[config.mk]
export PLATFORM = sky130hd
export DESIGN_NAME = acc_4_bit_seq
export DESIGN_NICKNAME = d
export VERILOG_FILES = /design/src/rtl/acc_4_bit_seq.sv
export SDC_FILE = /design/constraint.sdc
export NUM_CORES = 1
export LEC_CHECK = 0
export BUFFER_PORTS_ARGS = -buffer_cell sky130_fd_sc_hd__buf_2
export CORE_MARGIN = 2
export CORE_UTILIZATION = 55
export DETAILED_ROUTE_END_ITERATION = 16
export PLACE_DENSITY = 0.79
export SKIP_LAST_GASP = 1
export SLEW_MARGIN = 10
export SYNTH_ARGS = -nofsm -noshare
export SYNTH_HDL_FRONTEND = slang
export SYNTH_HIERARCHICAL = 1
export SYNTH_SLANG_ARGS = --single-unit
[constraint.sdc]
create_clock -name clk -period 6.1 [get_ports clk]
set_clock_uncertainty 0.1 [all_clocks]
set_input_delay 1.525 -clock clk [delete_from_list [all_inputs] [get_ports clk]]
set_output_delay 1.525 -clock clk [all_outputs]
set_load 0.005 [all_outputs]
[src/rtl/acc_4_bit_seq.sv]
// -----------------------------------------------------------------------------
// acc_4_bit_seq
//   Sequential block accumulator built around one adder_4_bit. Operands arrive
//   on a valid/ready stream and are summed N_OPS at a time, or fewer when the
//   block is closed early with flush. The block result (sum, sticky carry
//   flag, operand count) is then held on a valid/ready output until the
//   consumer takes it.
//
//   Optional build macro: ACC4_SAT_EN
//     defined   - an add that carries out saturates the accumulator to 4'hF
//     undefined - modulo-16 wrap-around (default)
//   The overflow flag is reported in both builds.
// -----------------------------------------------------------------------------

// 4-bit ripple-carry adder used as the accumulator datapath.
module adder_4_bit (
  input  logic [3:0] a,
  input  logic [3:0] b,
  input  logic       c_in,
  output logic [3:0] s,
  output logic       c_out
);

  logic c1_s;
  logic c2_s;
  logic c3_s;

  // Ripple the carry bit by bit through four full adders.
  always_comb begin
    s[0]  = a[0] ^ b[0] ^ c_in;
    c1_s  = (a[0] & b[0]) | (a[0] & c_in) | (b[0] & c_in);
    s[1]  = a[1] ^ b[1] ^ c1_s;
    c2_s  = (a[1] & b[1]) | (a[1] & c1_s) | (b[1] & c1_s);
    s[2]  = a[2] ^ b[2] ^ c2_s;
    c3_s  = (a[2] & b[2]) | (a[2] & c2_s) | (b[2] & c2_s);
    s[3]  = a[3] ^ b[3] ^ c3_s;
    c_out = (a[3] & b[3]) | (a[3] & c3_s) | (b[3] & c3_s);
  end

endmodule

module acc_4_bit_seq #(
  parameter int N_OPS = 4,
  parameter int CNT_W = 4
) (
  input  logic             clk,
  input  logic             rst,
  input  logic             in_valid,
  output logic             in_ready,
  input  logic [3:0]       in_data,
  input  logic             flush,
  output logic             out_valid,
  input  logic             out_ready,
  output logic [3:0]       out_sum,
  output logic             out_ovf,
  output logic [CNT_W-1:0] out_count
);

  typedef enum logic [0:0] {
    ST_ACC  = 1'b0,
    ST_HOLD = 1'b1
  } state_t;

  localparam logic [CNT_W-1:0] LAST_CNT = CNT_W'(N_OPS);

  state_t           state_r;
  logic [3:0]       acc_r;
  logic             ovf_r;
  logic [CNT_W-1:0] cnt_r;

  logic [3:0]       add_sum_s;
  logic             add_cout_s;
  logic [3:0]       acc_next_s;
  logic             ovf_next_s;
  logic [CNT_W-1:0] cnt_next_s;
  logic             accept_s;
  logic             close_on_accept_s;
  logic             close_empty_s;

  // Adder A side is the running total, B side is the incoming operand.
  adder_4_bit u_adder (
    .a     (acc_r),
    .b     (in_data),
    .c_in  (1'b0),
    .s     (add_sum_s),
    .c_out (add_cout_s)
  );

  // Next accumulator value; saturating build clamps on any carry out.
  always_comb begin
    acc_next_s = add_sum_s;
`ifdef ACC4_SAT_EN
    if (add_cout_s) begin
      acc_next_s = 4'hF;
    end else begin
      acc_next_s = add_sum_s;
    end
`else
    acc_next_s = add_sum_s;
`endif
  end

  // Accept / block-close decisions for the current cycle.
  always_comb begin
    ovf_next_s        = ovf_r | add_cout_s;
    cnt_next_s        = cnt_r + {{(CNT_W-1){1'b0}}, 1'b1};
    accept_s          = 1'b0;
    close_on_accept_s = 1'b0;
    close_empty_s     = 1'b0;
    if (state_r == ST_ACC) begin
      accept_s = in_valid;
      if (in_valid) begin
        // A same-cycle flush closes the block with this operand included.
        close_on_accept_s = (cnt_next_s == LAST_CNT) | flush;
        close_empty_s     = 1'b0;
      end else begin
        close_on_accept_s = 1'b0;
        // Flush on an empty block has nothing to report and is ignored.
        close_empty_s     = flush & (cnt_r != {CNT_W{1'b0}});
      end
    end else begin
      accept_s          = 1'b0;
      close_on_accept_s = 1'b0;
      close_empty_s     = 1'b0;
    end
  end

  // Block state machine with registered handshake and result outputs.
  always_ff @(posedge clk) begin
    if (rst) begin
      state_r   <= ST_ACC;
      acc_r     <= 4'h0;
      ovf_r     <= 1'b0;
      cnt_r     <= {CNT_W{1'b0}};
      in_ready  <= 1'b1;
      out_valid <= 1'b0;
      out_sum   <= 4'h0;
      out_ovf   <= 1'b0;
      out_count <= {CNT_W{1'b0}};
    end else begin
      case (state_r)
        ST_ACC: begin
          if (accept_s) begin
            acc_r <= acc_next_s;
            ovf_r <= ovf_next_s;
            cnt_r <= cnt_next_s;
            if (close_on_accept_s) begin
              state_r   <= ST_HOLD;
              in_ready  <= 1'b0;
              out_valid <= 1'b1;
              out_sum   <= acc_next_s;
              out_ovf   <= ovf_next_s;
              out_count <= cnt_next_s;
            end else begin
              state_r   <= ST_ACC;
              in_ready  <= 1'b1;
              out_valid <= 1'b0;
            end
          end else if (close_empty_s) begin
            state_r   <= ST_HOLD;
            in_ready  <= 1'b0;
            out_valid <= 1'b1;
            out_sum   <= acc_r;
            out_ovf   <= ovf_r;
            out_count <= cnt_r;
          end else begin
            state_r   <= ST_ACC;
            in_ready  <= 1'b1;
            out_valid <= 1'b0;
          end
        end
        ST_HOLD: begin
          // Result is frozen until taken; input side stays closed meanwhile.
          if (out_ready) begin
            state_r   <= ST_ACC;
            acc_r     <= 4'h0;
            ovf_r     <= 1'b0;
            cnt_r     <= {CNT_W{1'b0}};
            in_ready  <= 1'b1;
            out_valid <= 1'b0;
            out_sum   <= 4'h0;
            out_ovf   <= 1'b0;
            out_count <= {CNT_W{1'b0}};
          end else begin
            state_r   <= ST_HOLD;
            in_ready  <= 1'b0;
            out_valid <= 1'b1;
          end
        end
        default: begin
          // Unreachable encoding: recover to an empty accumulating block.
          state_r   <= ST_ACC;
          acc_r     <= 4'h0;
          ovf_r     <= 1'b0;
          cnt_r     <= {CNT_W{1'b0}};
          in_ready  <= 1'b1;
          out_valid <= 1'b0;
          out_sum   <= 4'h0;
          out_ovf   <= 1'b0;
          out_count <= {CNT_W{1'b0}};
        end
      endcase
    end
  end

endmodule

== After elaboration in Yosys (flattened, before gate mapping) ==
Cells that the tools add are included.

* Output and inout port bits: 11
* Register bits after elaboration: 20

* Mux-type cells: 35
* Bitwise gates (word level): 27
* Equality and inequality tests: 5
* Reduce and logical (&&, ||, !) cells: 3
* $add $sub $neg: 1

{| class="wikitable"
|+ Operators by type and width
! kind !! count
|-
| 2-to-1 mux 4 bit || 9
|-
| one-hot mux 4 bit (2 select lines) || 4
|-
| 2-to-1 mux 1 bit || 18
|-
| bitwise AND 1 bit || 11
|-
| bitwise OR 1 bit || 8
|-
| one-hot mux 1 bit (2 select lines) || 4
|-
| bitwise XOR 1 bit || 7
|-
| != test 3 bit, second input constant || 2
|-
| adder 4 x 1 -> 4 bit, second input constant || 1
|-
| equality test 4 x 3 -> 1 bit, second input constant || 1
|-
| != test 2 bit, second input constant || 2
|-
| nonzero test 4 bit || 1
|-
| AND reduction 3 bit || 1
|-
| AND reduction 2 bit || 1
|-
| inverter 1 bit || 1
|}

== Logic depth before layout (Yosys ltp) ==
Gate-level depths: netlist of the first run.

* Word-level depth: 14
* Mapped depth: 12
* Depth with buffers taken out: 12

== By module ==
Netlist of the first run, hierarchy kept.

{| class="wikitable"
|+ Modules (own cells, without submodules)
! module !! times used !! sequential area each (µm²) !! cells each !! area an instance (µm²)
|-
| acc_4_bit_seq || 1 || 400.4 || 119 || 997.2
|-
| adder_4_bit || 1 || 0.0 || 14 || 117.6
|}

== Worst setup path after synthesis of the first run ==
OpenSTA, ideal clock, no wires.

* Path kind: input to register
* Start point: input port in_data[0]
* End point: register out_sum[3]
* Data arrival time: 3.325 ns
* Buffers on the path: 0
* Setup time: 0.072 ns
* Stages on the path: 12
* Path slack: 2.603 ns
* Cell sequence: inv_1 > fa_1 > inv_1 > fa_1 > fa_1 > inv_1 > fa_1 > inv_1 > nand2_1 > o21ai_0 > nand2_1 > mux2i_1

* Cells in the longest elaborated chain, start to end: 11

{| class="wikitable"
|+ RTL lines
! element !! RTL line !! RTL
|-
| start, declared || 50 || <nowiki>input logic [3:0] in_data,</nowiki>
|-
| bitwise AND 1 bit * || 31 || <nowiki>c1_s = (a[0] & b[0]) | (a[0] & c_in) | (b[0] & c_in);</nowiki>
|-
| bitwise AND 1 bit || 33 || <nowiki>c2_s = (a[1] & b[1]) | (a[1] & c1_s) | (b[1] & c1_s);</nowiki>
|-
| bitwise OR 1 bit || 33 ||
|-
| bitwise OR 1 bit * || 33 ||
|-
| bitwise AND 1 bit || 35 || <nowiki>c3_s = (a[2] & b[2]) | (a[2] & c2_s) | (b[2] & c2_s);</nowiki>
|-
| bitwise OR 1 bit || 35 ||
|-
| bitwise OR 1 bit * || 35 ||
|-
| bitwise XOR 1 bit * || 36 || <nowiki>s[3] = a[3] ^ b[3] ^ c3_s;</nowiki>
|-
| net acc_next_s[3] || 73 || <nowiki>logic [3:0] acc_next_s;</nowiki>
|-
| 2-to-1 mux 4 bit * || 147 || <nowiki>if (close_on_accept_s) begin</nowiki>
|-
| 2-to-1 mux 4 bit * || 143 || <nowiki>if (accept_s) begin</nowiki>
|-
| one-hot mux 4 bit (2 select lines) * || 141 || <nowiki>case (state_r)</nowiki>
|-
| end signal, assigned || 151 || <nowiki>out_sum <= acc_next_s;</nowiki>
|-
| end signal, assigned || 163 || <nowiki>out_sum <= acc_r;</nowiki>
|-
| end, declared || 54 || <nowiki>output logic [3:0] out_sum,</nowiki>
|}

The timed path passes the listed nets; every way through them passes the cells marked *. The select of a mux whose other input is x is not followed.
A chain may end at the register's enable or synchronous reset.

== Worst setup path after layout of the first run ==
Same ends and word-level chain as after synthesis.

==> results.py, run 1 <==
metrics = {
    "critical_path": {
        "critPathKind": "input port to register",
        "crit_path_max_fanout": 2,
        "arrival_ps": 3520,
        "end_kind": "register",
        "required_ps": 6250,
        "cp-start-kind": "input port",
    },
    "global_routing": {
        "grt_pass1_vias": 851,
        "grtUsageTotal_pct": 19.6,
        "grt_max_degree": 23,
        "antenna_found_initial": 0,
        "grt_pass1_wl_um": 3620,
        "grt.overflow.total": 0,
    },
    "clocking": {
        "cts_tree": "yes",
        "cts-hold-fix-buffers": 0,
        "cts_made_buffers": 3,
        "ctsResizeCount": 0,
        "clk_latency_ps": 310,
        "htreeDepth": 1,
        "clk_pin_slew_worst_paths_ps": 120,
        "post_cts_buffers": 0,
        "clkSinkCount": 20,
        "cts.path.max_buffers": 2,
        "ctsRootBufferMaster": "clkbuf_4",
    },
    "placement": {
        "dp_hpwl_um": 1430,
        "port_buffers": 19,
        "place_congestion": 0.749,
        "dp_cells": 173,
        "dp_slack_ps": 2410,
    },
    "synthesis": {
        "syn-cell-area_um2": 1110,
        "synth_area_leader_cell": "dfxtp_1",
        "synth_cells": 133,
        "avgSynthCellArea_um2": 8.38,
        "ys_types": 32,
        "yosysWarnings": 6,
        "syn_nets": 148,
        "synth_area_leaders": "dfxtp_1 (36%), mux2i_1 (8.1%), fa_1 (7.2%)",
        "synth_top_area_share_pct": 35.9,
        "ys_seq_area_share_pct": 35.9,
        "ys_ff_latch": 20,
    },
    "detailed_routing": {
        "drc": 0,
        "routed_wirelength_um": 2110,
        "ant_nets": 0,
        "dr.pass1.iters": 6,
        "drtIter0Drc": 18,
        "vias_per_cell": 5.14,
        "vias": 910,
        "wl_per_cell_um": 11.9,
    },
    "die": {
        "initial_core_util_pct": 57.4,
        "die_w_um": 49.0,
        "rows": 16,
        "fp.dieH_um": 49.0,
        "coreArea_um2": 1940,
        "die-area_um2": 2400,
        "ios": 20,
    },
    "timing": {
        "slew_headroom_pct": 54.5,
        "setup_ws_ps": 2730,
        "clock.fmax_mhz": 297,
        "drv_slew": 0,
        "rsz0062_at_grt": "false",
        "worst_pin_slew_ps": 682,
        "period_share_pct": 55.2,
        "fin_crit_ps": 3370,
        "finalSetupTns_ps": 0,
        "finalHoldViolCount": 0,
        "setup_violations": 0,
    },
    "finish": {
        "utilization_pct": 64.3,
        "diodes": 0,
        "fin_nets": 166,
        "area_growth_syn_to_layout_pct": 12.0,
        "nFillCells": 174,
        "drive_above_1_share_pct": 20.7,
        "final_common_cell": "dfxtp_1",
        "final_cell_mix": "dfxtp_1 (20), buf_2 (19), inv_1 (17)",
        "final_cells": 177,
    },
    "power_and_ir_drop": {
        "power.density_nw_per_um2": 237,
        "max-vdd-ir-drop_mv": 0.133,
        "leakage_nw": 0.573,
    },
    "run": {
        "cap_viol_max_count": 0,
    },
    "worst_hold_path": {
        "hp-class": "register to register",
    },
    "status": {
        "status": "completed",
    },
}
power breakdown:
part | total, mW | internal, mW | switching (mW)
registers | 0.150 | 0.141 | 0.00981
logic | 0.0661 | 0.0297 | 0.0364
clock network | 0.0799 | 0.0365 | 0.0433
total | 0.296 | 0.207 | 0.0895
routing by layer:
| metal | vias up | GRT usage (%) | wire (µm) |
|---|---|---|---|
| li1 | 461 | - | - |
| met2 | 26 | 32.6 | 969 |
| met4 | 0 | 10.0 | 25 |
| met5 | - | 0 | 0 |
| met3 | 3 | 2.76 | 76 |
| met1 | 420 | 24.8 | 1030 |
cell usage after synthesis:
cell type / number
a2111o_1: 1
a21oi_1: 10
a21oi_4: 1
a22oi_1: 1
a22oi_2: 1
a31o_2: 1
a31oi_1: 1
a41o_2: 1
and2b_1: 1
buf_1: 1
buf_2: 1
buf_6: 1
clkbuf_1: 3
conb_1: 1
dfxtp_1: 20
fa_1: 4
ha_1: 2
inv_1: 17
mux2_2: 1
mux2_4: 1
mux2i_1: 9
nand2_1: 16
nand2b_1: 10
nand4_1: 1
nor2_1: 14
nor2_2: 1
nor2b_1: 1
nor3_1: 2
o21ai_0: 5
or3_2: 1
xnor2_1: 2
xor2_1: 1
path summary, 6_finish.rpt:
check                      end  depth (start not counted)  slack [ps]          from
setup reg to reg    out_sum[3]                         12        3660      acc_r[0]
hold / removal    out_count[3]                          2         380  out_count[3]
setup / recovery    out_sum[3]                         13        2730    in_data[0]
hold reg to reg   out_count[3]                          2         380  out_count[3]
worst max-delay path, stage by stage:
cell     delay, ps
buf_2           90
inv_1           60
fa_1           160
inv_1           50
fa_1           370
fa_1           360
inv_1           70
fa_1           410
inv_1           70
nand2_1         60
o21ai_0         90
nand2_1         70
mux2i_1        130
kinds of logic (layout without fill, tap and decap cells):
group,count (synthesis),count (layout),share of synthesized area (%)
AO/OA/AOI/OAI,22,22,13.4
AND/OR/NAND/NOR,47,47,19.6
XOR/XNOR,3,3,2.36
buffers and inverters,23,40,8.53
other,1,1,0.336
flip-flops,20,20,35.9
multiplexers,11,11,10.4
adder cells (fa/ha/maj),6,6,9.43
metrics by stage:
stage / hold WS, ps / total power, mW / instance area, µm²
finish: 377 / 0.296 / 1250
global route: 403 / 0.313 / 1250
CTS: 381 / 0.296 / 1250
detailed placement: 361 / 0.219 / 1210
global placement: 356 / 0.215 / 1210
floorplan: 355 / 0.202 / 1110
flip-flops by register name, summed over array words and instances (netlist names):
register and cells:
acc_r 4, in_ready 1, out_ovf 1, out_count 4
cnt_r 4, state_r 1, ovf_r 1, out_sum 4
layout make-up:
class | instances | area [µm²] | area share, %
multi-input cells | 90 | 619 | 49.6
inverters | 17 | 63.8 | 5.11
well taps | 27 | 33.8 | 2.71
clock buffers | 4 | 36.3 | 2.91
flip-flops and latches | 20 | 400 | 32.1
repair buffers | 19 | 95.1 | 7.62
Note: power is estimated with default switching activity, not from simulation.
==> run 2: changes to the inputs <==
--- a/config.mk
+++ b/config.mk
@@ -7,9 +7,9 @@
 export LEC_CHECK = 0
 export BUFFER_PORTS_ARGS = -buffer_cell sky130_fd_sc_hd__buf_2
 export CORE_MARGIN = 2
-export CORE_UTILIZATION = 55
+export CORE_UTILIZATION = 54
 export DETAILED_ROUTE_END_ITERATION = 16
-export PLACE_DENSITY = 0.79
+export PLACE_DENSITY = 0.78
 export SKIP_LAST_GASP = 1
 export SLEW_MARGIN = 10
 export SYNTH_ARGS = -nofsm -noshare
==> constraint.sdc (replaced) <==
create_clock -name clk -period 3.1 [get_ports clk]
set_clock_uncertainty 0.1 [all_clocks]
set_input_delay 0.775 -clock clk [delete_from_list [all_inputs] [get_ports clk]]
set_output_delay 0.775 -clock clk [all_outputs]
set_load 0.005 [all_outputs]
==> results.py, run 2 (same netlist as run 1, synthesis figures left out) <==
metrics = {
    "critical_path": {
        "required_ps": 3230,
        "cp-start-kind": "input port",
        "arrival_ps": 2810,
        "worst_path_max_delay_cell": "fa_1",
        "critPathKind": "input port to register",
        "reg2reg_from": "acc_r[0]",
        "setup.worst_path.start": "in_data[0]",
        "r2r_end": "out_sum[3]",
        "slowest_delay_ps": 400,
        "path_cells": "buf_2 -> inv_1 -> fa_1 -> inv_1 -> fa_1 -> fa_1 -> inv_1 -> fa_1 -> inv_1 -> nand2_1 -> o21ai_0 -> nand2_1 -> mux2i_1",
        "crit_path_max_fanout": 2,
        "end_kind": "register",
        "rrSetupSlack_ps": 640,
        "cp-endpoint": "out_sum[3]",
        "ff2ff_path_depth": 12,
    },
    "power_and_ir_drop": {
        "power.density_nw_per_um2": 456,
        "fin_total_pwr_mw": 0.573,
        "max-vdd-ir-drop_mv": 0.249,
        "leakage_nw": 0.578,
    },
    "clocking": {
        "cts_made_buffers": 3,
        "post_cts_buffers": 0,
        "clkSinkCount": 20,
        "cts-hold-fix-buffers": 0,
        "ctsRootBufferMaster": "clkbuf_4",
        "htreeDepth": 1,
        "cts_tree": "yes",
        "clk_latency_ps": 290,
        "cts.path.max_buffers": 2,
        "clk_pin_slew_worst_paths_ps": 110,
        "ctsResizeCount": 0,
    },
    "finish": {
        "area_growth_syn_to_layout_pct": 12.7,
        "drive_above_1_share_pct": 21.2,
        "fin_nets": 167,
        "final_cells": 178,
        "final_common_cell": "dfxtp_1",
        "final_cell_mix": "dfxtp_1 (20), buf_2 (19), inv_1 (17)",
        "diodes": 0,
    },
    "timing": {
        "finalSetupTns_ps": 0,
        "slew_headroom_pct": 57.6,
        "worst_pin_slew_ps": 635,
        "drv_slew": 0,
        "setup_violations": 0,
        "fin_crit_ps": 2680,
        "clock.fmax_mhz": 373,
        "rsz0062_at_grt": "false",
        "setup_ws_ps": 420,
        "period_share_pct": 86.5,
        "finalHoldViolCount": 0,
    },
    "die": {
        "initial_core_util_pct": 56.8,
        "rows": 16,
        "die-area_um2": 2440,
        "fp.dieH_um": 49.4,
        "ios": 20,
        "coreArea_um2": 1960,
        "die_w_um": 49.4,
    },
    "global_routing": {
        "grt_pass1_wl_um": 3530,
        "grt_max_degree": 23,
        "grt_pass1_vias": 819,
        "antenna_found_initial": 0,
        "grtUsageTotal_pct": 18.5,
        "grt.overflow.total": 0,
    },
    "detailed_routing": {
        "dr.pass1.iters": 4,
        "routed_wirelength_um": 1950,
        "ant_nets": 0,
        "drc": 0,
        "wl_per_cell_um": 11.0,
        "vias": 871,
        "drtIter0Drc": 9,
        "vias_per_cell": 4.89,
    },
    "placement": {
        "port_buffers": 19,
        "dp_cells": 174,
        "place_congestion": 0.764,
        "dp_slack_ps": 89.9,
        "dp_hpwl_um": 1460,
    },
    "run": {
        "cap_viol_max_count": 0,
    },
    "status": {
        "status": "completed",
    },
    "worst_hold_path": {
        "hp-class": "register to register",
    },
}
[run 2: cell types whose count changed in the layout (fill, tap and decap cells not counted), sizes merged]
| cell | change |
|---|---|
| buf | +1 |
[run 2: cell type report]
cell class	instances	area, µm²
fill	198	706
multi-input combinational	90	619
sequential	20	400
timing repair buffer	20	103
inverter	17	63.8
clock buffer	4	36.3
tap	27	33.8
[run 2: metrics by stage]
stage / area [µm²] / hold slack (ps) / utilization [%]
6_report: 1260 / 377 / 64.0
4_1_cts: 1260 / 383 / 64.0
3_3_place_gp: 1220 / 355 / 62.2
2_1_floorplan: 1110 / 355 / -
3_5_place_dp: 1220 / 358 / 62.2
5_1_grt: 1260 / 406 / 64.0
[run 2: critical path: cells and delay by family]
family	cells	cell delay, ps
AOI/OAI and AO/OA	1	90
and+or+nand+nor	2	130
adders and majority gates	4	1320
buffers and inverters	5	360
muxes	1	140
[run 2: power breakdown]
| part | leakage, nW | internal, mW | switching (mW) |
|---|---|---|---|
| Clock | 0.0210 | 0.0715 | 0.0770 |
| Sequential | 0.163 | 0.277 | 0.0187 |
| Combinational | 0.393 | 0.0599 | 0.0694 |
[run 2: metal layers]
layer	track usage [%]	up-vias	routed length (µm)
li1	-	459	-
met1	25.5	390	953
met2	29.7	20	898
met3	3.07	2	86
met4	5.56	0	13
met5	0	-	0
[run 2: worst min-delay path by stage]
| stage | from | end | slack, ps | depth (start not counted) |
|---|---|---|---|---|
| after floorplan | ovf_r | ovf_r | 360 | 2 |
| after detailed placement | out_count[1] | out_count[1] | 360 | 2 |
| final | out_count[1] | out_count[1] | 380 | 2 |
| after global placement | out_sum[1] | out_sum[1] | 360 | 2 |
| after global routing | out_count[1] | out_count[1] | 410 | 2 |
| after CTS | out_count[0] | out_count[0] | 380 | 2 |
==> run 3: changes to the inputs <==
--- a/config.mk
+++ b/config.mk
@@ -9,6 +9,7 @@
 export CORE_MARGIN = 2
 export CORE_UTILIZATION = 54
 export DETAILED_ROUTE_END_ITERATION = 16
+export MAX_ROUTING_LAYER = met4
 export PLACE_DENSITY = 0.78
 export SKIP_LAST_GASP = 1
 export SLEW_MARGIN = 10
==> constraint.sdc (replaced) <==
create_clock -name clk -period 2.7 [get_ports clk]
set_clock_uncertainty 0.1 [all_clocks]
set_input_delay 0.675 -clock clk [delete_from_list [all_inputs] [get_ports clk]]
set_output_delay 0.675 -clock clk [all_outputs]
set_load 0.005 [all_outputs]
==> results.py, run 3 (same netlist as run 1, synthesis figures left out) <==
metrics = {
    "finish": {
        "utilization_pct": 64.2,
        "final_cell_mix": "dfxtp_1 (20), buf_2 (19), inv_1 (17)",
        "diodes": 0,
        "area_growth_syn_to_layout_pct": 12.9,
        "drive_above_1_share_pct": 21.9,
        "fin_nets": 167,
        "nFillCells": 185,
        "design_area_um2": 1260,
        "final_cells": 178,
        "final_common_cell": "dfxtp_1",
    },
    "critical_path": {
        "worst_path_max_delay_cell": "fa_1",
        "critPathMostFrequentCell": "inv_1",
        "cp-start-kind": "input port",
        "critPathKind": "input port to register",
        "ff2ff_path_depth": 12,
        "end_kind": "register",
        "path_cells": "buf_2 -> inv_1 -> fa_1 -> inv_1 -> fa_2 -> fa_1 -> inv_1 -> fa_1 -> inv_1 -> nand2_1 -> o21ai_0 -> nand2_1 -> mux2i_1",
        "crit_path_max_fanout": 2,
        "slowest_delay_ps": 400,
        "rrSetupSlack_ps": 300,
        "required_ps": 2830,
        "arrival_ps": 2640,
    },
    "global_routing": {
        "antenna_found_initial": 0,
        "grt_max_degree": 23,
        "grt.overflow.total": 0,
        "grt_pass1_vias": 878,
        "grt_pass1_wl_um": 3690,
        "grtUsageTotal_pct": 19.9,
    },
    "die": {
        "rows": 16,
        "fp.dieH_um": 49.4,
        "initial_core_util_pct": 56.8,
        "coreArea_um2": 1960,
        "ios": 20,
        "die-area_um2": 2440,
        "die_w_um": 49.4,
    },
    "detailed_routing": {
        "wl_per_cell_um": 11.6,
        "drc": 0,
        "dr.pass1.iters": 4,
        "ant_nets": 0,
        "drtIter0Drc": 8,
        "routed_wirelength_um": 2070,
        "vias": 889,
        "vias_per_cell": 4.99,
    },
    "timing": {
        "hold_ws_ps": 381,
        "rsz0062_at_grt": "false",
        "finalHoldViolCount": 0,
        "period_share_pct": 92.8,
        "drv_slew": 0,
        "worst_pin_slew_ps": 624,
        "slew_headroom_pct": 58.3,
        "setup_ws_ps": 195,
        "setup_violations": 0,
        "fin_crit_ps": 2500,
        "finalSetupTns_ps": 0,
        "clock.fmax_mhz": 399,
    },
    "power_and_ir_drop": {
        "intPower_mw": 0.469,
        "leakage_nw": 0.576,
        "max-vdd-ir-drop_mv": 0.334,
        "combPwrFrac_pct": 22.6,
        "netSwitchingPower_mw": 0.195,
        "p_sw_share_pct": 29.4,
        "sequentialPowerShare_pct": 51.1,
        "p_clk_share_pct": 26.3,
        "fin_total_pwr_mw": 0.664,
        "power.density_nw_per_um2": 528,
    },
    "worst_hold_path": {
        "hp-class": "register to register",
        "whs_path_depth": 2,
    },
    "placement": {
        "dp_cells": 174,
        "dp_hpwl_um": 1510,
        "placed_area_um2": 1220,
        "port_buffers": 19,
        "dp_slack_ps": -153,
        "place_congestion": 0.752,
    },
    "clocking": {
        "cts-hold-fix-buffers": 0,
        "htreeDepth": 1,
        "clk_latency_ps": 300,
        "clkSinkCount": 20,
        "clk_pin_slew_worst_paths_ps": 110,
        "cts_made_buffers": 3,
        "post_cts_buffers": 0,
        "cts.path.max_buffers": 2,
        "cts_tree": "yes",
        "ctsRootBufferMaster": "clkbuf_4",
    },
    "status": {
        "status": "completed",
    },
    "run": {
        "cap_viol_max_count": 0,
    },
}
[run 3: worst paths after layout]
check | endpoint | from
worst max-delay path | out_sum[3] | in_data[0]
worst min-delay path | out_sum[3] | out_sum[3]
worst max register to register | out_sum[3] | acc_r[0]
worst min register to register | out_sum[3] | out_sum[3]
[run 3: final cells by class]
class	count	area [µm²]	share of cell area, %
Sequential cell	20	400	31.8
Timing Repair Buffer	20	103	8.15
Clock buffer	4	36.3	2.88
Multi-Input combinational cell	90	622	49.4
Inverter	17	63.8	5.07
Tap cell	27	33.8	2.68
[run 3: power groups by stage]
stage | combinational (mW) | clock (mW) | sequential, mW
final | 0.150 | 0.175 | 0.339
after floorplan | 0.114 | 0 | 0.341
after global routing | 0.172 | 0.191 | 0.344
after CTS | 0.150 | 0.181 | 0.339
after global placement | 0.145 | 0 | 0.345
after detailed placement | 0.150 | 0 | 0.346
[run 3: repair_timing]
item                       in CTS  in global routing
hold endpoints to repair        0                  0
resized for setup               0                  1
setup endpoints to repair       0                  1
[run 3: per-layer routing]
| layer | share of wire, % | global-route usage (%) |
|---|---|---|
| met1 | 49 | 24.9 |
| met3 | 3.6 | 3.99 |
| met4 | 1.2 | 5.56 |
| met5 | 0 | - |
| met2 | 46 | 32.9 |
[run 3: worst max-delay path: cells and delay by family]
family	cells	cell delay, ps
muxes	1	130
buffers and inverters	5	350
and+or+nand+nor	2	130
AOI/OAI and AO/OA	1	90
adders and majority gates	4	1270
